## config.mk

```make
export PLATFORM = sky130hd
export DESIGN_NAME = alu_control_sequencer
export DESIGN_NICKNAME = d
export VERILOG_FILES = /design/src/rtl/cpu_ctrl_pkg.sv /design/src/rtl/dec4to16.sv /design/src/rtl/alu_control_sequencer.sv
export SDC_FILE = /design/constraint.sdc
export NUM_CORES = 1
export LEC_CHECK = 0
export CELL_PAD_IN_SITES_DETAIL_PLACEMENT = 0
export CELL_PAD_IN_SITES_GLOBAL_PLACEMENT = 1
export CORE_ASPECT_RATIO = 0.75
export CORE_MARGIN = 10
export CORE_UTILIZATION = 14
export CTS_BUF_LIST = sky130_fd_sc_hd__clkbuf_8
export CTS_CLUSTER_SIZE = 24
export DETAILED_ROUTE_END_ITERATION = 7
export MAX_ROUTING_LAYER = met4
export PLACE_DENSITY = 0.79
export SYNTH_ARGS = -nofsm -noshare
export SYNTH_HDL_FRONTEND = slang
export SYNTH_SLANG_ARGS = --single-unit
```

## constraint.sdc

```tcl
create_clock -name Clock -period 1.65 [get_ports Clock]
set_clock_uncertainty 0.15 [all_clocks]
set_input_delay 0.33 -clock Clock [delete_from_list [all_inputs] [get_ports Clock]]
set_output_delay 0.33 -clock Clock [all_outputs]
set_load 0.01 [all_outputs]
```

## src/rtl/cpu_ctrl_pkg.sv

```systemverilog
// cpu_ctrl_pkg
// Shared definitions for the R-format ALU control sequencer: the sequencer
// state encoding, the R-format opcode map, the instruction-register field
// positions and the default highest legal opcode.
package cpu_ctrl_pkg;

  typedef enum logic [2:0] {
    ST_IDLE = 3'd0,
    ST_T0   = 3'd1,
    ST_T1   = 3'd2,
    ST_T2   = 3'd3,
    ST_T3   = 3'd4,
    ST_T4   = 3'd5,
    ST_T5   = 3'd6
  } state_e;

  // R-format opcode map; the ALU consumes these values directly.
  typedef enum logic [4:0] {
    OPC_ADD = 5'd0,
    OPC_SUB = 5'd1,
    OPC_SHR = 5'd2,
    OPC_SHL = 5'd3,
    OPC_ROR = 5'd4,
    OPC_AND = 5'd5,
    OPC_OR  = 5'd6,
    OPC_ROL = 5'd7,
    OPC_MUL = 5'd8,
    OPC_DIV = 5'd9,
    OPC_NEG = 5'd10,
    OPC_SRA = 5'd11,
    OPC_NOT = 5'd12
  } opcode_e;

  localparam logic [4:0] OPC_MAX = OPC_NOT;

  // Instruction register field positions
  localparam int OPC_MSB = 31;
  localparam int OPC_LSB = 27;
  localparam int RA_MSB  = 26;
  localparam int RA_LSB  = 23;
  localparam int RB_MSB  = 22;
  localparam int RB_LSB  = 19;
  localparam int RC_MSB  = 18;
  localparam int RC_LSB  = 15;

endpackage

```

## src/rtl/dec4to16.sv

```systemverilog
// dec4to16
// 4-to-16 one-hot decoder with enable. Output is all zeros when disabled.
// Ports:
//   en   in   1   decoder enable
//   idx  in   4   index of the bit to set
//   y    out  16  one-hot result
module dec4to16 (
  input  logic        en,
  input  logic [3:0]  idx,
  output logic [15:0] y
);

  always_comb begin
    y = '0;
    if (en) begin
      y[idx] = 1'b1;
    end
  end

endmodule

```

## src/rtl/alu_control_sequencer.sv

```systemverilog
// alu_control_sequencer
// Hardwired control unit for R-format ALU instructions. Runs the fetch
// sequence (T0-T2), decodes IR in T3 and runs the execute sequence (T3-T5),
// producing the datapath strobes each cycle.
// Ports:
//   Clock, Resetn          system clock (rising edge), async active-low reset
//   Run                    keep fetching/executing while high
//   MemReady               memory has valid data this cycle (T1 handshake)
//   IR [31:0]              instruction register fed back from the datapath
//   PCout/ZLOout/MDRout    bus-source selects
//   MARin/PCin/MDRin/IRin/Yin/Zin   register load enables
//   IncrementPC, Read      ALU PC+1, memory read request
//   ALUControl [4:0]       ALU operation (opcode in T4, else 0)
//   Rout/Rin [NUM_REGS]    one-hot general-register bus drive / load
//   Done, Illegal          one-cycle retire / reject pulses
//
// state | meaning
// IDLE  | waiting for Run
// T0    | PC to MAR, start PC+1 into Z
// T1    | memory read; waits here while MemReady is low, loads PC on ready
// T2    | MDR to IR
// T3    | decode; Rb into Y, or reject an illegal opcode
// T4    | Rc on bus, ALU op into Z
// T5    | Z into Ra, retire
module alu_control_sequencer #(
  parameter int         NUM_REGS = 16,
  parameter logic [4:0] OPC_MAX  = cpu_ctrl_pkg::OPC_MAX
) (
  input  logic                Clock,
  input  logic                Resetn,
  input  logic                Run,
  input  logic                MemReady,
  input  logic [31:0]         IR,
  output logic                PCout,
  output logic                ZLOout,
  output logic                MDRout,
  output logic                MARin,
  output logic                PCin,
  output logic                MDRin,
  output logic                IRin,
  output logic                Yin,
  output logic                Zin,
  output logic                IncrementPC,
  output logic                Read,
  output logic [4:0]          ALUControl,
  output logic [NUM_REGS-1:0] Rout,
  output logic [NUM_REGS-1:0] Rin,
  output logic                Done,
  output logic                Illegal
);

  import cpu_ctrl_pkg::*;

  state_e state_q, state_d;

  logic [4:0]  opcode;
  logic [3:0]  ra, rb, rc;
  logic        opc_illegal;
  logic        rout_en, rin_en;
  logic [3:0]  rout_idx;
  logic [15:0] rout_dec, rin_dec;
  logic        unused_ir;

  assign opcode      = IR[OPC_MSB:OPC_LSB];
  assign ra          = IR[RA_MSB:RA_LSB];
  assign rb          = IR[RB_MSB:RB_LSB];
  assign rc          = IR[RC_MSB:RC_LSB];
  assign opc_illegal = (opcode > OPC_MAX);
  assign unused_ir   = ^IR[RC_LSB-1:0];

  always_ff @(posedge Clock or negedge Resetn) begin
    if (!Resetn) begin
      state_q <= ST_IDLE;
    end else begin
      state_q <= state_d;
    end
  end

  always_comb begin
    state_d     = state_q;
    PCout       = 1'b0;
    ZLOout      = 1'b0;
    MDRout      = 1'b0;
    MARin       = 1'b0;
    PCin        = 1'b0;
    MDRin       = 1'b0;
    IRin        = 1'b0;
    Yin         = 1'b0;
    Zin         = 1'b0;
    IncrementPC = 1'b0;
    Read        = 1'b0;
    ALUControl  = 5'd0;
    Done        = 1'b0;
    Illegal     = 1'b0;
    rout_en     = 1'b0;
    rout_idx    = rb;
    rin_en      = 1'b0;

    case (state_q)
      ST_IDLE: begin
        if (Run) state_d = ST_T0;
      end
      ST_T0: begin
        PCout       = 1'b1;
        MARin       = 1'b1;
        IncrementPC = 1'b1;
        Zin         = 1'b1;
        state_d     = ST_T1;
      end
      ST_T1: begin
        Read  = 1'b1;
        MDRin = 1'b1;
        // PC+1 sitting in Z is written back only on the cycle the read completes
        if (MemReady) begin
          ZLOout  = 1'b1;
          PCin    = 1'b1;
          state_d = ST_T2;
        end
      end
      ST_T2: begin
        MDRout  = 1'b1;
        IRin    = 1'b1;
        state_d = ST_T3;
      end
      ST_T3: begin
        if (opc_illegal) begin
          Illegal = 1'b1;
          state_d = Run ? ST_T0 : ST_IDLE;
        end else begin
          rout_en  = 1'b1;
          rout_idx = rb;
          Yin      = 1'b1;
          state_d  = ST_T4;
        end
      end
      ST_T4: begin
        rout_en    = 1'b1;
        rout_idx   = rc;
        ALUControl = opcode;
        Zin        = 1'b1;
        state_d    = ST_T5;
      end
      ST_T5: begin
        ZLOout  = 1'b1;
        rin_en  = 1'b1;
        Done    = 1'b1;
        state_d = Run ? ST_T0 : ST_IDLE;
      end
      default: begin
        state_d = ST_IDLE;
      end
    endcase
  end

  dec4to16 u_rout_dec (
    .en  (rout_en),
    .idx (rout_idx),
    .y   (rout_dec)
  );

  dec4to16 u_rin_dec (
    .en  (rin_en),
    .idx (ra),
    .y   (rin_dec)
  );

  assign Rout = rout_dec[NUM_REGS-1:0];
  assign Rin  = rin_dec[NUM_REGS-1:0];

endmodule

```

**Yosys cells after proc, flatten, opt, wreduce, memory -nomap -nowiden**

Index checks and enable logic that the tools add are counted.
W data, S select, Z words.

- Flip-flop bits (word level): 3
- Latch bits: 0
- Bits in writable memories: 0
- ROM bits: 0
- Input port bits: 36
- Memories: 0

- Add/sub/neg operators: 0
- $mul: 0
- Div/mod/pow operators: 0
- Order comparisons: 5
- Equal/unequal tests: 8
- Shift-type cells: 0
- Mux-type cells: 26
- Bitwise operators: 0
- Reduce and logical (&&, ||, !) cells: 5

Operators by type and width:

| operator | number |
|---|---|
| $mux W16 | 2 |
| $pmux W3 S7 | 1 |
| $mux W1 | 14 |
| $lt A4 B5 Y1 const B | 2 |
| $eq A3 B3 Y1 const B | 3 |
| $mux W3 | 3 |
| $demux W1 S4 | 2 |
| $ge A4 B1 Y1 const B | 2 |
| $eq A3 B2 Y1 const B | 2 |
| $gt A5 B4 Y1 const B | 1 |
| $mux W5 | 1 |
| $mux W4 | 1 |
| $ne A2 B2 Y1 const B | 2 |
| $pmux W1 S2 | 2 |
| $eq A3 B1 Y1 const B | 1 |
| $logic_not A3 Y1 | 1 |
| $logic_and A1 B1 Y1 | 2 |
| $reduce_and A2 Y1 | 1 |
| $reduce_or A2 Y1 | 1 |

**Longest topological paths before layout**

- Depth after elaboration: 7
- Mapped depth: 6

**Hierarchy**

From an unflattened synthesis, not the netlist that was laid out.

- Cells, all modules: 89
- Area, all modules: 589.3 um2

By module, submodules not included:

| module | instances | cells an instance | area each (um2) | seq. area each (um2) |
|---|---|---|---|---|
| alu_control_sequencer | 1 | 43 | 351.6 | 75.1 |
| dec4to16 at u_rin_dec | 1 | 23 | 120.1 | 0.0 |
| dec4to16 at u_rout_dec | 1 | 23 | 117.6 | 0.0 |

**Worst setup path before layout**

Ideal clock, no wire load.

- Path type: reg-to-output
- From: register state_q[0]
- To: output port Rin[1]
- Arrival: 1340 ps
- Data required time: 1170 ps
- Slack: -170 ps
- Stages on the path, launching flop included: 5
- Path through: dfrtp_1 and3b_1 buf_4 or3b_4 nor2_1

- Cells in the longest elaborated chain, start to end: 3

Ends and longest elaborated chain:

| what | line | source |
|---|---|---|
| from (decl) | alu_control_sequencer.sv:54 | `state_e state_q, state_d;` |
| from (signal assigned) | alu_control_sequencer.sv:75 | `state_q <= state_d;` |
| $eq A3 B3 Y1 | -- |  |
| $mux W1 | -- |  |
| via Done | alu_control_sequencer.sv:48 | `output logic Done,` |
| $mux W16 | dec4to16.sv:15 | `if (en) begin` |
| to (decl) | alu_control_sequencer.sv:47 | `output logic [NUM_REGS-1:0] Rin,` |

The timed path passes the listed nets, and every way through them passes these cells.

**Worst setup path in the final report**

- From: register state_q[1]
- To: output port Rout[5]

- Cells in the longest elaborated chain, start to end: 7

Ends and longest elaborated chain:

| what | line | source |
|---|---|---|
| $eq A3 B3 Y1 | alu_control_sequencer.sv:99 | `case (state_q)` |
| $mux W4 | -- |  |
| $lt A4 B5 Y1 (not written as such) / $ge A4 B1 Y1 (equally long branches) | dec4to16.sv:16 | `y[idx] = 1'b1;` |
| $logic_and A1 B1 Y1 (not written as such) | dec4to16.sv:16 |  |
| $mux W1 (not written as such) | dec4to16.sv:16 |  |
| $demux W1 S4 | -- |  |
| $mux W16 (*) | dec4to16.sv:15 |  |
| to (decl) | alu_control_sequencer.sv:46 | `output logic [NUM_REGS-1:0] Rout,` |

Every way passes the cells marked *; elsewhere a longest branch is shown, timed or not.

==> impl_metrics.tcl <==
set metrics [dict create \
    netlist_instances 101 \
    top_regs "state_q (3)" \
    track_usage_pct 8.79 \
    synthFlopType "dfrtp_1" \
    synth_most_common_cell "nor2_1" \
    grt_max_degree 9 \
    synth_commonest_cells "nor2_1, a21oi_1, and2_1, nand2_1, nor2b_1" \
    die_area_um2 7930 \
    grt_pass1_vias 1172 \
    ios 86 \
    numCtsBuffers 3 \
    holdWs_ns 0.152 \
    period_share_pct 136 \
    syn_nets 137 \
    cts_tree "yes" \
    start_util_pct 14.7 \
    leakagePower_nw 0.880 \
    syn_area_um2 664 \
    ys_seq_area_share_pct 11.3 \
    die_x_um 99.5 \
    path_max_fanout 5 \
    ant_nets 0 \
    ys_warn_count 0 \
    slew_violations 0 \
    vias 1159 \
    clk_path_buf_depth 2 \
    largest_register_ff_count 3 \
    core_area_um2 4520 \
    powerDensity_nw_per_um2 901 \
    finalSetupViolations 49 \
    critical_path_class "reg -> out" \
    worst_pin_slew_ns 0.306 \
    hold_viol_final 0 \
    antenna-diode-count 0 \
    max-cap-violations 0 \
    violations "negative setup slack" \
    grt_remaining_overflow 0 \
    crit_arrival_ns 1.77 \
    portBuffers 70 \
    synth_edf_count 0 \
    finalNetCount 248 \
    hold_class "in -> async" \
    root_buffer "clkbuf_8" \
    fmax_ghz 0.444 \
    final.setup.worst_slack_ns -0.601 \
    ir_drop_mv 0.334 \
    dieHeight_um 79.7 \
    wl_per_cell_um 14.1 \
    synth-async-reset-ratio_pct 100 \
    slew-limit-headroom_pct 79.6 \
    rsz0062_at_grt "true" \
    drt_drc_violations_left 0 \
    worstSkewPairLatency_ns 0.22 \
    utilization_pct 42.2 \
    grt_antenna_before_repair 0 \
    synth_top_area_cell "a21oi_1" \
    clk_pin_slew_ns 0.03 \
    avgSynthCellArea_um2 6.58 \
    synth.top_cell.area_share_pct 12.1 \
    area_delta_synth_final_pct 187 \
    cp-end-kind "output pin" \
    grt_pass1_wl_um 5550 \
    wirelength_um 3770 \
    dr.pass1.iters 4 \
    synth_seq_cells 3 \
    status "complete, but fails checks" \
    drt_iter0_markers 44 \
    cts_max_level 1 \
    cts_sinks 3 \
    place_worst_setup_slack_ns -1.05 \
    drive_gt1_share_pct 71.1 \
    avgViaCountPerCell 4.32 \
    worstPathRequired_ns 1.17 \
    gp_congestion 0.807 \
    critPathLaunchType "flop" \
    period_minus_slack_ns 2.25 \
    synth_area_leaders "a21oi_1, dfrtp_1, nor2_1" \
    registers.top_by_ff_count "state_q" \
    netlist-cell-type-count 28 \
    totalNegativeSetupSlack_ns -16.61 \
    power_mw 1.72 \
    dp_hpwl_um 2720 \
    rows 21 \
]
-- cell usage in the layout, fill, tap and decap left out, types with 2 or more instances in the layout --
master and instances:
nor2b_1 5, nand2_1 5, buf_6 38, nor3_2 2
nand3b_1 4, buf_4 22, buf_2 37, nor2_4 2
clkbuf_8 3, mux2i_4 3, o21ai_0 2, nand4b_1 2
clkdlybuf4s50_1 14, dfrtp_1 3, nand2b_1 2, a21oi_2 14
nand3_1 2, nor2_1 12, and2_4 7, and3b_2 2
nor2_2 6
-- final timing paths --
kind	slack (ns)	cells after the start	start	end
setup / recovery	-0.60	7	state_q[1]	Rout[5]
hold / removal	0.15	1	Resetn	state_q[1]
setup reg to reg	0.03	5	state_q[2]	state_q[2]
hold reg to reg	0.64	3	state_q[2]	state_q[1]
max in group asynchronous	1.04	1	Resetn	state_q[0]
min in group Clock	0.49	5	IR[27]	state_q[0]
-- per-stage QoR --
step / area [µm²] / std cells
after floorplan: 701 / 101
after global placement: 1550 / 240
after detailed placement: 1550 / 240
after CTS: 1770 / 264
after global routing: 1910 / 268
final: 1910 / 268
-- power by group --
part | leakage, nW | internal [mW] | switching (mW)
Clock | 0.0269 | 0.159 | 0.0538
Sequential | 0.0382 | 0.110 | 0.0407
Combinational | 0.815 | 0.789 | 0.566
-- kinds of logic after synthesis --
family | count (synthesis) | share of synthesized area, %
buf+inv | 10 | 10.9
mux | 4 | 6.78
simple gates | 64 | 55.4
compound gates | 20 | 15.6
flops | 3 | 11.3
-- cell type report --
type                       count  area [µm²]
clock buffer                   3        41.3
clock inverter                 1        3.75
fill                         447        2610
inverter                       2        10.0
multi-input combinational     88         751
sequential                     3        75.1
tap                           57        71.3
timing repair buffer         114         955
-- what timing repair did --
action,4_1_cts,5_1_grt
pin swaps,24,28
setup endpoints to repair,51,50
gates resized for setup,245,65
setup buffers,21,8
hold buffers,0,0
-- layer usage --
metal | vias up | track usage (%) | wire length (µm)
li1 | 574 | - | -
met2 | 59 | 12.7 | 1660
met5 | - | - | 0
met1 | 522 | 11.2 | 1730
met4 | 0 | 3.00 | 57
met3 | 4 | 2.85 | 326
-- critical path: stages (launching register included) --
cell	delay [ns]
dfrtp_1	0.41
nor4b_2	0.27
buf_4	0.19
nand4b_1	0.14
buf_4	0.18
buf_6	0.11
a21oi_4	0.13
buf_6	0.12
Note: power is estimated with default switching activity, not from simulation.
